===== config.mk =====
export PLATFORM = sky130hd
export DESIGN_NAME = muldiv_hilo_unit
export DESIGN_NICKNAME = d
export VERILOG_FILES = /design/src/rtl/muldiv_hilo_unit.sv
export SDC_FILE = /design/constraint.sdc
export NUM_CORES = 1
export LEC_CHECK = 0
export ABC_AREA = 0
export CORE_MARGIN = 8
export CORE_UTILIZATION = 55
export DETAILED_ROUTE_END_ITERATION = 12
export GPL_ROUTABILITY_DRIVEN = 0
export PLACE_DENSITY = 0.75
export SYNTH_ARGS = -nofsm -noshare
export SYNTH_HDL_FRONTEND = slang
export SYNTH_SLANG_ARGS = --single-unit

===== constraint.sdc =====
create_clock -name clk -period 9.65 [get_ports clk]
set_clock_uncertainty 0.2 [all_clocks]
set_input_delay 2.895 -clock clk [delete_from_list [all_inputs] [get_ports clk]]
set_output_delay 2.895 -clock clk [all_outputs]
set_load 0.02 [all_outputs]

===== src/rtl/muldiv_hilo_unit.sv =====
// rtl/muldiv_hilo_unit.sv - iterative signed multiply/divide unit owning the HI/LO registers
module muldiv_hilo_unit #(
    parameter int WIDTH = 32
) (
    input  logic             clk,
    input  logic             reset,        // asynchronous, active-low
    input  logic             start,        // one-cycle request, sampled on the rising edge
    input  logic [2:0]       op,           // 0 MULT 1 MADD 2 MSUB 3 DIV 4 MTHI 5 MTLO
    input  logic [WIDTH-1:0] rs_data,      // multiplicand / dividend / MTHI-MTLO data
    input  logic [WIDTH-1:0] rt_data,      // multiplier / divisor
    output logic [WIDTH-1:0] hi,
    output logic [WIDTH-1:0] lo,
    output logic             busy,
    output logic             done,
    output logic             div_by_zero
);

    localparam logic [2:0] OP_MULT = 3'd0;
    localparam logic [2:0] OP_MADD = 3'd1;
    localparam logic [2:0] OP_MSUB = 3'd2;
    localparam logic [2:0] OP_DIV  = 3'd3;
    localparam logic [2:0] OP_MTHI = 3'd4;
    localparam logic [2:0] OP_MTLO = 3'd5;

    localparam int            CW   = $clog2(WIDTH + 1);
    localparam logic [CW-1:0] LAST = CW'(WIDTH - 1);

    typedef enum logic [1:0] {
        S_IDLE,
        S_CALC,
        S_FIX
    } state_t;

    state_t state;
    state_t state_next;

    logic [2:0]         op_q;
    logic               sign_a;
    logic               sign_b;
    logic [WIDTH-1:0]   b_mag;
    // Shared work register: for multiply it is {partial product, remaining multiplier bits},
    // for divide it is {partial remainder, dividend bits becoming quotient bits}.
    logic [2*WIDTH-1:0] work;
    logic [CW-1:0]      cnt;

    logic               accept;
    logic               div_zero_req;
    logic               iter_req;

    logic [WIDTH:0]     mul_sum;
    logic [2*WIDTH-1:0] mul_next;
    logic [WIDTH:0]     div_shift;
    logic [WIDTH:0]     div_diff;
    logic [2*WIDTH-1:0] div_next;
    logic [2*WIDTH-1:0] prod_signed;
    logic [2*WIDTH-1:0] mac_result;
    logic [WIDTH-1:0]   quo_fix;
    logic [WIDTH-1:0]   rem_fix;

    function automatic logic [WIDTH-1:0] mag(input logic [WIDTH-1:0] x);
        return x[WIDTH-1] ? -x : x;
    endfunction

    assign accept       = start && (state == S_IDLE) && (op <= OP_MTLO);
    assign div_zero_req = (op == OP_DIV) && (rt_data == '0);
    assign iter_req     = accept && (op <= OP_DIV) && !div_zero_req;

    always_ff @(posedge clk or negedge reset) begin
        if (!reset) begin
            state <= S_IDLE;
        end else begin
            state <= state_next;
        end
    end

    always_comb begin
        state_next = state;
        case (state)
            S_IDLE:  if (iter_req) state_next = S_CALC;
            S_CALC:  if (cnt == LAST) state_next = S_FIX;
            S_FIX:   state_next = S_IDLE;
            default: state_next = S_IDLE;
        endcase
    end

    // One iteration of shift-add multiply and of restoring division.
    always_comb begin
        mul_sum   = {1'b0, work[2*WIDTH-1:WIDTH]} + (work[0] ? {1'b0, b_mag} : '0);
        mul_next  = {mul_sum, work[WIDTH-1:1]};
        div_shift = {work[2*WIDTH-1:WIDTH], work[WIDTH-1]};
        div_diff  = div_shift - {1'b0, b_mag};
        // The partial remainder is always below the divisor, so div_shift never
        // carries into its top bit and dropping it on restore loses nothing.
        if (div_diff[WIDTH]) begin
            div_next = {div_shift[WIDTH-1:0], work[WIDTH-2:0], 1'b0};
        end else begin
            div_next = {div_diff[WIDTH-1:0], work[WIDTH-2:0], 1'b1};
        end
    end

    // Sign correction and accumulate for the FIX cycle.
    always_comb begin
        prod_signed = (sign_a ^ sign_b) ? -work : work;
        mac_result  = prod_signed;
        case (op_q)
            OP_MADD: mac_result = {hi, lo} + prod_signed;
            OP_MSUB: mac_result = {hi, lo} - prod_signed;
            default: mac_result = prod_signed;
        endcase
        quo_fix = (sign_a ^ sign_b) ? -work[WIDTH-1:0] : work[WIDTH-1:0];
        rem_fix = sign_a ? -work[2*WIDTH-1:WIDTH] : work[2*WIDTH-1:WIDTH];
    end

    always_ff @(posedge clk or negedge reset) begin
        if (!reset) begin
            hi          <= '0;
            lo          <= '0;
            busy        <= 1'b0;
            done        <= 1'b0;
            div_by_zero <= 1'b0;
            op_q        <= OP_MULT;
            sign_a      <= 1'b0;
            sign_b      <= 1'b0;
            b_mag       <= '0;
            work        <= '0;
            cnt         <= '0;
        end else begin
            done        <= 1'b0;
            div_by_zero <= 1'b0;
            busy        <= (state_next != S_IDLE);
            case (state)
                S_IDLE: begin
                    if (accept) begin
                        op_q   <= op;
                        sign_a <= rs_data[WIDTH-1];
                        sign_b <= rt_data[WIDTH-1];
                        b_mag  <= mag(rt_data);
                        work   <= {{WIDTH{1'b0}}, mag(rs_data)};
                        cnt    <= '0;
                        if (op == OP_MTHI) begin
                            hi   <= rs_data;
                            done <= 1'b1;
                        end else if (op == OP_MTLO) begin
                            lo   <= rs_data;
                            done <= 1'b1;
                        end else if (div_zero_req) begin
                            done        <= 1'b1;
                            div_by_zero <= 1'b1;
                        end
                    end
                end
                S_CALC: begin
                    work <= (op_q == OP_DIV) ? div_next : mul_next;
                    cnt  <= cnt + 1'b1;
                end
                S_FIX: begin
                    done <= 1'b1;
                    if (op_q == OP_DIV) begin
                        lo <= quo_fix;
                        hi <= rem_fix;
                    end else begin
                        {hi, lo} <= mac_result;
                    end
                end
                default: ;
            endcase
        end
    end

endmodule


==> results of run 1 <==
cells by family after synthesis:
group,count (synthesis),synth area share [%]
buffers and inverters,278,5.23
DFF,176,21.3
adders and majority gates,135,8.28
AOI/OAI and AO/OA,971,29.4
xor gates and xnor gates,325,13.9
muxes,40,1.99
and+or+nand+nor,873,19.9
synth_stat cells (11+ instances only):
master	instances	share of area, %
nor2_1	205	3.7
and3_1	21	0.64
nor4_1	15	0.45
o31ai_1	39	1.4
nor3_1	48	1.2
ha_1	132	8.0
o21ai_0	315	7.6
nor2b_1	23	0.70
o21bai_1	24	0.87
a21o_1	85	3.1
or3_1	27	0.82
buf_1	12	0.22
nand2_1	341	6.2
nand3_1	67	1.6
or4_1	11	0.40
a211oi_1	44	1.6
o211ai_1	27	0.98
o22ai_1	13	0.39
o41ai_1	17	0.72
a21oi_1	213	5.2
dfrtp_1	176	21
o21a_1	21	0.76
a31oi_1	51	1.5
mux2i_1	31	1.5
xnor2_1	165	7.0
a22oi_1	34	1.2
xor2_1	157	6.7
nand2b_1	25	0.76
clkbuf_1	167	3.0
nand4_1	29	0.88
inv_1	85	1.5
layout make-up:
type / count / area (sq um) / area share [%]
diodes: 1 / 2.50 / 0.0110
clock buffers: 17 / 425 / 1.87
clock inverters: 15 / 149 / 0.655
inverters: 86 / 323 / 1.42
multi-input cells: 2344 / 15300 / 67.2
flip-flops and latches: 176 / 4400 / 19.4
well taps: 474 / 593 / 2.61
repair buffers: 162 / 1560 / 6.85
power by group through the flow:
stage	registers (mW)	logic, mW	clock network [mW]
6_report	1.48	7.41	0.720
2_1_floorplan	1.19	5.73	0
3_5_place_dp	1.47	7.14	0
5_1_grt	1.51	8.06	0.749
3_3_place_gp	1.45	6.96	0
4_1_cts	1.45	7.19	0.725
critical path, stage by stage (launching register included):
cell and delay, ns:
dfrtp_1 0.46, clkinv_1 0.81, ha_1 0.67, nor2_1 0.12
mux2i_1 0.10, o31ai_1 0.64, nor4bb_1 0.34, and4_2 0.32
nor4b_4 0.28, and4_1 0.31, and4bb_1 0.47, a31oi_1 0.16
xor2_1 0.18, ha_1 0.42, a21o_1 0.24, o21bai_1 0.19
a21oi_1 0.15, o31ai_1 0.11, a221o_1 0.33, or3_1 0.32
o21a_1 0.20, a31oi_1 0.34, o22ai_1 0.20, nand2_1 0.13
mux2_2 0.33, a31oi_1 0.16
flip-flops by register name, summed over array words and instances (netlist names):
| name | flops |
|---|---|
| work | 64 |
| cnt | 6 |
| busy | 1 |
| sign_b | 1 |
| hi | 32 |
| sign_a | 1 |
| div_by_zero | 1 |
| b_mag | 32 |
| state | 2 |
| lo | 32 |
| op_q | 3 |
| done | 1 |
metal layers:
layer / track usage (%) / part of all wire (%)
met1: 41.6 / 41
met2: 47.4 / 42
met3: 6.89 / 12
met4: 15.6 / 5.1
met5: 0 / 0.017
metrics by stage:
step / total power [mW] / util [%] / std cells / hold slack [ns]
global route: 10.3 / 60.9 / 3274 / 0.309
CTS: 9.36 / 60.9 / 3274 / 0.286
global placement: 8.41 / 59.4 / 3242 / 0.266
detailed placement: 8.60 / 59.4 / 3242 / 0.272
floorplan: 6.92 / - / 2798 / 0.250
finish: 9.61 / 60.9 / 3275 / 0.280
worst max path at each step:
| stage | endpoint | slack [ns] | cells past startpoint |
|---|---|---|---|
| after floorplan | hi[26]$_DFFE_PN0P_ | 2.79 | 28 |
| after global placement | hi[26]$_DFFE_PN0P_ | 1.88 | 25 |
| after detailed placement | hi[26]$_DFFE_PN0P_ | 1.65 | 25 |
| after CTS | hi[26]$_DFFE_PN0P_ | 1.60 | 25 |
| after global routing | hi[26]$_DFFE_PN0P_ | 0.80 | 25 |
| final | hi[26]$_DFFE_PN0P_ | 1.36 | 25 |
==> results_dict.tcl, run 1 <==
set metrics [dict create \
    power_leakage_nw 9.72 \
    r2r_slack_ns 1.36 \
    final_cell_area_sq_um 22700 \
    r2r-end "hi[26]$_DFFE_PN0P_" \
    report.final.slew_viol_count 0 \
    max-vdd-ir-drop_uv 178 \
    clock_sinks 176 \
    tns_ns 0 \
    synth_nets 3003 \
    fin_crit_sh_pct 85.9 \
    dpl_cell_area_sq_um 22200 \
    clock_latency_ns 0.47 \
    r2r_cells 25 \
    avgSynthCellArea_sq_um 7.39 \
    vias 21700 \
    syn2layout_area_growth_pct 10.0 \
    dr.first_iter.drc_count 2457 \
    cts_setup_buffers 0 \
    cts_root_buf "clkbuf_16" \
    power_density_nw_per_um2 423 \
    layout-drive-gt1-share_pct 4.39 \
    relSlewSlack_pct 33.7 \
    cts_buffers 17 \
    drv_cap 0 \
    async_reset_ff_share_pct 100 \
    worst_setup_path_end_kind "flop" \
    routed_via_density 6.63 \
    crit_start "work[0]$_DFFE_PN0P_" \
    die_area_sq_um 44000 \
    intPower_mw 4.25 \
    overflow 0 \
    yosysSeqAreaShare_pct 21.3 \
    post-route-drc-count 0 \
    final_cell_mix "nand2_1 (340), o21ai_0 (315), a21oi_1 (213)" \
    wire_per_inst_um 21.6 \
    initial_utilization_pct 55.4 \
    path_class "flop to flop" \
    clock_power_share_pct 7.5 \
    cp_max_fo 35 \
    postRouteAntennaNets 0 \
    post-place-ws_ns 1.65 \
    ys_types 93 \
    worst_pin_slew_ns 0.988 \
    clk_pin_slew_ns 0.08 \
    hold_class "flop to flop" \
    hold_violations 0 \
    setup_viol 0 \
    grt.total_usage_pct 31.3 \
    sw_frac_of_total_pct 55.8 \
    core_sq_um 37300 \
    seqPwrFrac_pct 15.4 \
    synth_ff_type "dfrtp_1" \
    cts_tree "done" \
    worstPathRequired_ns 9.83 \
    synth_edf_count 0 \
    startpoint_type "flop" \
    cts_resized 0 \
    min_path_cells 2 \
    arrival_ns 8.46 \
    yosysWarnings 0 \
    dp_hpwl_mm 54.1 \
    fin_nets 2992 \
    synthesis.instances 2798 \
    holdCritStartpoint "b_mag[25]$_DFFE_PN0P_" \
    clockBufferDepth 2 \
    drt-pass1-iter-count 7 \
    grt_max_degree 77 \
    status "complete, no violations" \
    p_comb_share_pct 77.1 \
    fill_cells 3374 \
    whs_endpoint "b_mag[25]$_DFFE_PN0P_" \
    rsz0062_at_grt "false" \
    place.port_buffers 136 \
    p_switching_mw 5.37 \
    grt_pass1_vias 20300 \
    final_common_cell "nand2_1" \
    boundaryPins 137 \
    die_w_um 210 \
    fp-row-count 71 \
    htree_levels 4 \
    die_height_um 210 \
    ys_ff_latch 176 \
    timing.fmax_mhz 121 \
    setup_ws_ns 1.36 \
    period_needed_ns 8.29 \
    synth_area_sq_um 20700 \
    r2r_start "work[0]$_DFFE_PN0P_" \
    ctsHoldBuffers 0 \
    antenna_found_initial 3 \
    routed_wl_mm 70.8 \
    grt_pass1_wl_mm 111 \
]
(Power assumes the default switching activity.)
==> inputs of run 2 (changes only) <==
- SKIP_CTS_REPAIR_TIMING: unset -> 1
==> results of run 2 <==
The final DEF is identical to that of run 1; final timing and power are the same.
